**src/rtl/fold_unpack_three_if.sv**
```systemverilog
// Bus between the 3-folded IIR datapath output and the unfolding stage.
// master: drives sync strobe and folded result, observes unfolded outputs.
// slave : the unfolding stage itself.
interface fold_unpack_three_if #(
    parameter int unsigned WIDTH = 20
);
    logic              sync;       // phase-0 strobe of a sample period
    logic [WIDTH-1:0]  in;         // time-multiplexed folded result
    logic [WIDTH-1:0]  out;        // unfolded sample, held between captures
    logic              out_valid;  // one-cycle strobe when out updates
    logic [1:0]        phase;      // registered fold phase
    logic              locked;     // first sync seen since reset
    logic              sync_err;   // pulse on misaligned sync while locked
    logic [7:0]        err_cnt;    // saturating misalignment count

    modport master (
        output sync, in,
        input  out, out_valid, phase, locked, sync_err, err_cnt
    );

    modport slave (
        input  sync, in,
        output out, out_valid, phase, locked, sync_err, err_cnt
    );
endinterface

```
**src/rtl/fold_unpack_three.sv**
```systemverilog
// Output-side unfolding stage for the folded IIR datapath.
// Tracks the fold phase from the sync strobe, captures the folded result on
// CAPTURE_PHASE and presents it as a held sample with a one-cycle strobe.
// Ports:
//   clk   - rising-edge clock, one fold phase per cycle
//   rst_n - asynchronous active-low reset
//   bus   - slave side: sync/in in; out/out_valid/phase/locked/sync_err/err_cnt out
module fold_unpack_three #(
    parameter int unsigned WIDTH         = 20,
    parameter int unsigned FOLD          = 3,
    parameter int unsigned CAPTURE_PHASE = 2
) (
    input  logic               clk,
    input  logic               rst_n,
    fold_unpack_three_if.slave bus
);
    localparam int unsigned PH_W  = 2;
    localparam int unsigned CNT_W = 8;

    logic [PH_W-1:0]  r_ph;
    logic [WIDTH-1:0] r_out;
    logic             r_out_valid;
    logic             r_locked;
    logic             r_sync_err;
    logic [CNT_W-1:0] r_err_cnt;

    logic [PH_W-1:0]  w_eph;
    logic [PH_W-1:0]  w_ph_nxt;
    logic             w_cap;
    logic             w_err;

    // Effective phase: a sync forces phase 0 in the same cycle it arrives.
    always_comb begin
        w_eph    = r_ph;
        w_ph_nxt = '0;
        w_cap    = 1'b0;
        w_err    = 1'b0;
        if (bus.sync) begin
            w_eph = '0;
        end
        if (w_eph != PH_W'(FOLD - 1)) begin
            w_ph_nxt = w_eph + PH_W'(1);
        end
        // The sync cycle itself may capture, before locked has registered.
        w_cap = (r_locked | bus.sync) & (w_eph == PH_W'(CAPTURE_PHASE));
        w_err = bus.sync & r_locked & (r_ph != '0);
    end

    // Phase, capture and error-tracking state.
    always_ff @(posedge clk or negedge rst_n) begin
        if (!rst_n) begin
            r_ph        <= '0;
            r_out       <= '0;
            r_out_valid <= 1'b0;
            r_locked    <= 1'b0;
            r_sync_err  <= 1'b0;
            r_err_cnt   <= '0;
        end else begin
            r_ph        <= w_ph_nxt;
            r_out_valid <= w_cap;
            r_sync_err  <= w_err;
            if (w_cap) begin
                r_out <= bus.in;
            end
            if (w_err && (r_err_cnt != {CNT_W{1'b1}})) begin
                r_err_cnt <= r_err_cnt + CNT_W'(1);
            end
            if (bus.sync) begin
                r_locked <= 1'b1;
            end
        end
    end

    assign bus.out       = r_out;
    assign bus.out_valid = r_out_valid;
    assign bus.phase     = r_ph;
    assign bus.locked    = r_locked;
    assign bus.sync_err  = r_sync_err;
    assign bus.err_cnt   = r_err_cnt;

endmodule

```
**src/flat_wrapper.sv**
```systemverilog
// flat-port wrapper written by rule: the top's interface ports become plain ports
module fold_unpack_three_flat 
#(
    parameter int unsigned WIDTH         = 20,
    parameter int unsigned FOLD          = 3,
    parameter int unsigned CAPTURE_PHASE = 2
)
  (clk, rst_n, bus_sync, bus_in, bus_out, bus_out_valid, bus_phase, bus_locked, bus_sync_err, bus_err_cnt);
  fold_unpack_three_if #(.WIDTH(WIDTH)) bus_i ();
  input  logic clk;
  input  logic rst_n;
  input wire logic [$bits(bus_i.sync)-1:0] bus_sync;
  input wire logic [$bits(bus_i.in)-1:0] bus_in;
  output wire logic [$bits(bus_i.out)-1:0] bus_out;
  output wire logic [$bits(bus_i.out_valid)-1:0] bus_out_valid;
  output wire logic [$bits(bus_i.phase)-1:0] bus_phase;
  output wire logic [$bits(bus_i.locked)-1:0] bus_locked;
  output wire logic [$bits(bus_i.sync_err)-1:0] bus_sync_err;
  output wire logic [$bits(bus_i.err_cnt)-1:0] bus_err_cnt;
  assign bus_i.sync = bus_sync;
  assign bus_i.in = bus_in;
  assign bus_out = bus_i.out;
  assign bus_out_valid = bus_i.out_valid;
  assign bus_phase = bus_i.phase;
  assign bus_locked = bus_i.locked;
  assign bus_sync_err = bus_i.sync_err;
  assign bus_err_cnt = bus_i.err_cnt;
  fold_unpack_three #(.WIDTH(WIDTH), .FOLD(FOLD), .CAPTURE_PHASE(CAPTURE_PHASE)) u_core (.clk(clk), .rst_n(rst_n), .bus(bus_i));
endmodule
```
**config.mk**
```make
export PLATFORM = sky130hd
export DESIGN_NAME = fold_unpack_three_flat
export DESIGN_NICKNAME = d
export VERILOG_FILES = /design/src/rtl/fold_unpack_three_if.sv /design/src/rtl/fold_unpack_three.sv /design/src/flat_wrapper.sv
export SDC_FILE = /design/constraint.sdc
export NUM_CORES = 1
export LEC_CHECK = 0
export BUFFER_PORTS_ARGS = -buffer_cell sky130_fd_sc_hd__buf_2
export CORE_AREA = 2 2 44 87
export CTS_CLUSTER_SIZE = 8
export DETAILED_ROUTE_END_ITERATION = 7
export DIE_AREA = 0 0 46 89
export GPL_TIMING_DRIVEN = 0
export MAX_ROUTING_LAYER = met4
export PLACE_DENSITY = 0.76
export RECOVER_POWER = 25
export SETUP_SLACK_MARGIN = 0.05
export SYNTH_ARGS = -nofsm -noshare
export SYNTH_HDL_FRONTEND = slang
export SYNTH_SLANG_ARGS = --single-unit
```
**constraint.sdc**
```tcl
create_clock -name clk -period 1.7 [get_ports clk]
set_clock_uncertainty 0.2 [all_clocks]
set_input_delay 0.255 -clock clk [delete_from_list [all_inputs] [get_ports clk]]
set_output_delay 0.255 -clock clk [all_outputs]
set_load 0.05 [all_outputs]
```
Word level (Yosys, flattened, before mapping) --
Index checks and enable logic that the tools add are counted.
Storage, ports and cells: bits of input ports 23, bits in registers 33, word-level logic and storage cells 19, output and inout bits 33
Cells by class: muxes and demuxes 2, eq/ne operators 3, bitwise operators 4, reduce and logical (&&, ||, !) cells 2, $add $sub $neg 2
Operators by type and width (count):
- $add A8 B1 Y8 const B | 1
- $ne A8 B8 Y1 const B | 1
- $mux W2 | 2
- $and A1 B1 Y1 | 3
- $add A2 B1 Y2 const B | 1
- $eq A2 B2 Y1 const B | 1
- $ne A2 B2 Y1 const B | 1
- $reduce_bool A2 Y1 | 1
- $logic_and A1 B1 Y1 | 1
- $or A1 B1 Y1 | 1

Longest topological paths before layout --
depth in word-level cells 3, depth in mapped cells 4, gate-level depth less buffers 4

Least setup slack after synthesis --
Ideal clock, no wire load.
path kind register to register, from register u_core.r_err_cnt[0] (netlist: u_core.bus.err_cnt[0]), to register u_core.r_err_cnt[1] (netlist: u_core.bus.err_cnt[1]), period minus slack after synthesis 1992 ps, stages on the path, launching flop included 5, data required time 1375 ps, path buffers 0, data arrival time 1667 ps, library setup time 125 ps, path slack -292 ps, cell sequence dfrtp_1 -> ha_1 -> nand3_1 -> o21ai_2 -> mux2_4
On the way: cells in the longest elaborated chain, start to end 2, elaborated cells between the ends (all ways) 3, classes of those cells 1 x add/sub; 1 x eq/ne; 1 x reduce/logical
RTL lines:
- start, declared | RTL line fold_unpack_three.sv:25 | logic [CNT_W-1:0] r_err_cnt;
- start signal, assigned | RTL line fold_unpack_three.sv:66 | r_err_cnt <= r_err_cnt + CNT_W'(1);
- branches (longest 2 deep; another with $add A8 B1 Y8)
Parallel ways; which one is timed is not known. A chain may end at the register's enable or synchronous reset.

Worst setup path in the final report --
from register u_core.r_ph[0] (netlist: u_core.bus.phase[0]), to register u_core.r_out[3] (netlist: u_core.bus.out[3])
On the way: cells in the longest elaborated chain, start to end 3
RTL lines:
- start, declared | RTL line fold_unpack_three.sv:20 | logic [PH_W-1:0] r_ph;
- start signal, assigned | RTL line fold_unpack_three.sv:59 | r_ph <= w_ph_nxt;
- $mux W2 | RTL line fold_unpack_three.sv:38 | if (bus.sync) begin
- $eq A2 B2 Y1 | RTL line fold_unpack_three.sv:45 | w_cap = (r_locked | bus.sync) & (w_eph == PH_W'(CAPTURE_PHASE));
- $and A1 B1 Y1 | RTL line fold_unpack_three.sv:45
- end signal, assigned | RTL line fold_unpack_three.sv:63 | r_out <= bus.in;
- end, declared | RTL line fold_unpack_three.sv:21 | logic [WIDTH-1:0] r_out;
Every way passes these cells.

==> impl_metrics.sql <==
INSERT INTO impl_metrics (metric_group, metric, value, unit) VALUES
('outcome', 'status', 'complete, no violations', ''),
('grt', 'largest_net_degree_at_the_start_of_global_routing', '34', ''),
('pwr', 'power-per-cell-area', '1720', 'mW/mm^2'),
('floorplan', 'dieHeight', '89', 'um'),
('route', 'routedWlPerCell', '15.0', 'um'),
('logic_synthesis', 'number_of_different_library_cells_in_the_post_synthesis_netlist', '27', ''),
('grt', 'grt_pass1_wl', '4640', 'um'),
('cells_and_area', 'postLayoutCellArea', '0.00204', 'sq mm'),
('cells_and_area', 'area_delta_synth_final', '43.5', '%'),
('pwr', 'share_of_power_burned_in_registers', '36.2', '%'),
('logic_synthesis', 'synth.yosys.seq_area_share', '58.2', '%'),
('logic_synthesis', 'synthesis.instances', '90', ''),
('cts', 'clk-insertion-delay-late', '280', 'ps'),
('cells_and_area', 'layoutNonFillerInstCount', '202', ''),
('pwr', 'maximum_ir_drop_on_the_vdd_rail', '1.18', 'mV'),
('placement', 'port_buffers', '55', ''),
('placement', 'detailedPlacementHpwl', '2050', 'um'),
('route', 'vias_per_cell', '5.11', ''),
('logic_synthesis', 'synth.net_count', '114', ''),
('worst_setup_path', 'path_max_fanout', '10', ''),
('cts', 'cts_tree', 'done', ''),
('grt', 'number_of_global_route_vias_before_repair', '1075', ''),
('placement', 'dpl_worst_slack', '77.0', 'ps'),
('logic_synthesis', 'ys.flop_type', 'sky130_fd_sc_hd__dfrtp_1', ''),
('worst_setup_path', 'worst_reg_to_reg_path_cell_count', '3', ''),
('worst_setup_path', 'critPathSlowestCell', 'sky130_fd_sc_hd__dfrtp_2', ''),
('min_path', 'hold_class', 'input pin to flop', ''),
('logic_synthesis', 'yosys.cell_count.top_type', 'sky130_fd_sc_hd__dfrtp_1', ''),
('floorplan', 'design.die.area', '0.00409', 'sq mm'),
('cts', 'cts.htree.levels', '2', ''),
('timing', 'timing.fmax', '0.630', 'GHz'),
('logic_synthesis', 'syn-cell-area', '0.00142', 'sq mm'),
('cts', 'cts.path.max_buffers', '2', ''),
('route', 'antenna_violation_net_count_after_detailed_routing', '0', ''),
('worst_setup_path', 'critical_path.reg2reg.startpoint', 'u_core.bus.phase[0]$_DFF_PN0_', ''),
('grt', 'initial_antenna_violation_count', '0', ''),
('cells_and_area', 'final.fill_count', '268', ''),
('worst_setup_path', 'start_kind', 'flop', ''),
('floorplan', 'io-pin-count', '56', ''),
('timing', 'setup_total_negative_slack', '0', 'ps'),
('floorplan', 'placementRows', '30', ''),
('route', 'via_count', '1032', ''),
('worst_setup_path', 'timing.critical_path.buf_inv', '1', ''),
('timing', 'timing_hold_violations_final', '0', ''),
('worst_setup_path', 'reg2reg_slack', '110', 'ps'),
('pwr', 'p_sw', '1.64', 'mW'),
('grt', 'track_usage', '16.3', '%'),
('timing', 'slew-limit-headroom', '47.0', '%'),
('timing', 'tightest_slew', '795', 'ps'),
('pwr', 'cellLeakagePower', '0.962', 'nW'),
('grt', 'globalRouteOverflowTotal', '0', ''),
('worst_setup_path', 'critical_path.max_stage_delay', '440', 'ps'),
('cts', 'clock_sink_count', '33', ''),
('floorplan', 'initial_utilization', '42.0', '%'),
('worst_setup_path', 'critical_path.cell_chain', 'and4bb_4 > buf_12 > mux2_4', ''),
('logic_synthesis', 'ys_async_sr_fraction', '100', '%'),
('job', 'cap_violations', '0', ''),
('logic_synthesis', 'synthesis.yosys.warnings', '0', ''),
('min_path', 'hold-path-endpoint', 'u_core.bus.out[16]$_DFFE_PN0P_', ''),
('floorplan', 'dieWidth', '46', 'um'),
('cells_and_area', 'antenna_cells', '0', ''),
('cells_and_area', 'fin_util', '60.3', '%'),
('timing', 'minimum_clock_period', '1590', 'ps'),
('min_path', 'whs_path_depth', '2', ''),
('floorplan', 'floorplan.core_area', '0.00338', 'sq mm'),
('cts', 'clock_tree.root_cell', 'sky130_fd_sc_hd__clkbuf_8', ''),
('timing', 'finalHoldWorstSlack', '7.08', 'ps'),
('route', 'drt_pre_antenna_iters', '2', ''),
('route', 'post-route-drc-count', '0', ''),
('cts', 'cts_buffers', '5', ''),
('timing', 'layout_worst_path_cycle_share', '93.4', '%');
layout make-up:
| cell class | instances | area [sq um] | area share (%) |
|---|---|---|---|
| buffer | 2 | 40.0 | 1.97 |
| clock buffer | 6 | 72.6 | 3.56 |
| clock inverter | 2 | 10.0 | 0.492 |
| inverter | 3 | 11.3 | 0.553 |
| multi-input combinational | 52 | 584 | 28.7 |
| sequential | 33 | 838 | 41.2 |
| tap | 32 | 40.0 | 1.97 |
| timing repair buffer | 72 | 439 | 21.6 |
layout by cell type, fill, tap and decap left out, types with 2 or more instances in the layout:
master                           n
sky130_fd_sc_hd__buf_12          2
sky130_fd_sc_hd__buf_2          43
sky130_fd_sc_hd__clkbuf_1        6
sky130_fd_sc_hd__clkbuf_2        7
sky130_fd_sc_hd__clkbuf_8        5
sky130_fd_sc_hd__clkinv_2        2
sky130_fd_sc_hd__dfrtp_1        23
sky130_fd_sc_hd__dfrtp_2        10
sky130_fd_sc_hd__dlygate4sd3_1  17
sky130_fd_sc_hd__inv_1           2
sky130_fd_sc_hd__mux2_2          2
sky130_fd_sc_hd__mux2_4         21
sky130_fd_sc_hd__nand2_1         3
sky130_fd_sc_hd__nand4_1         2
sky130_fd_sc_hd__nor3_1          2
sky130_fd_sc_hd__o21ai_0         2
sky130_fd_sc_hd__xnor2_1         2
layer usage:
metal / vias to the layer above / global-route usage, % / routed length, um / share of wire, %
met5: - / - / 0 / 0
met4: 0 / 7.79 / 61 / 2.0
met3: 5 / 5.45 / 159 / 5.3
met2: 39 / 26.5 / 1590 / 52
met1: 510 / 16.9 / 1220 / 40
li1: 478 / - / - / -
power by group through the flow:
stage	Combinational (mW)	Sequential [mW]	Clock (mW)
4_1_cts	1.69	1.26	0.573
2_1_floorplan	0.447	2.09	0
3_5_place_dp	1.67	1.27	0
5_1_grt	1.77	1.30	0.619
6_report	1.67	1.27	0.560
3_3_place_gp	1.63	1.25	0
worst max path at each step:
| stage | startpoint | end | slack [ps] | cells past startpoint |
|---|---|---|---|---|
| detailed placement | u_core.bus.phase[1]$_DFF_PN0_ | u_core.bus.err_cnt[1]$_DFFE_PN0P_ | 80 | 4 |
| global route | u_core.bus.phase[1]$_DFF_PN0_ | u_core.bus.err_cnt[1]$_DFFE_PN0P_ | 40 | 4 |
| floorplan | u_core.bus.err_cnt[0]$_DFFE_PN0P_ | u_core.bus.err_cnt[6]$_DFFE_PN0P_ | 30 | 4 |
| CTS | u_core.bus.phase[1]$_DFF_PN0_ | u_core.bus.err_cnt[1]$_DFFE_PN0P_ | 70 | 4 |
| global placement | u_core.bus.phase[1]$_DFF_PN0_ | u_core.bus.err_cnt[1]$_DFFE_PN0P_ | 130 | 4 |
| finish | u_core.bus.phase[0]$_DFF_PN0_ | u_core.bus.out[3]$_DFFE_PN0P_ | 110 | 3 |
kinds of logic (layout without fill, tap and decap cells):
logic type,Yosys count,count (layout),share of synthesized area (%)
flip-flops,33,33,58.2
multiplexers,24,24,24.3
buffers and inverters,5,85,3.62
XOR/XNOR,2,2,1.23
AND/OR/NAND/NOR,16,16,6.70
adder cells (fa/ha/maj),1,1,0.882
AO/OA/AOI/OAI,9,9,5.03
state kept, by name (all words and copies together) (netlist names):
register	flops
u_core.bus.locked	1
u_core.bus.sync_err	1
u_core.bus.out	20
u_core.bus.phase	2
u_core.bus.err_cnt	8
u_core.bus.out_valid	1
repair_timing:
item,in CTS,in global routing
resized for setup,0,1
hold endpoints to repair,44,5
endpoints found under the setup margin,0,1
hold buffers,12,5
Power figures use the tool's default switching activity.
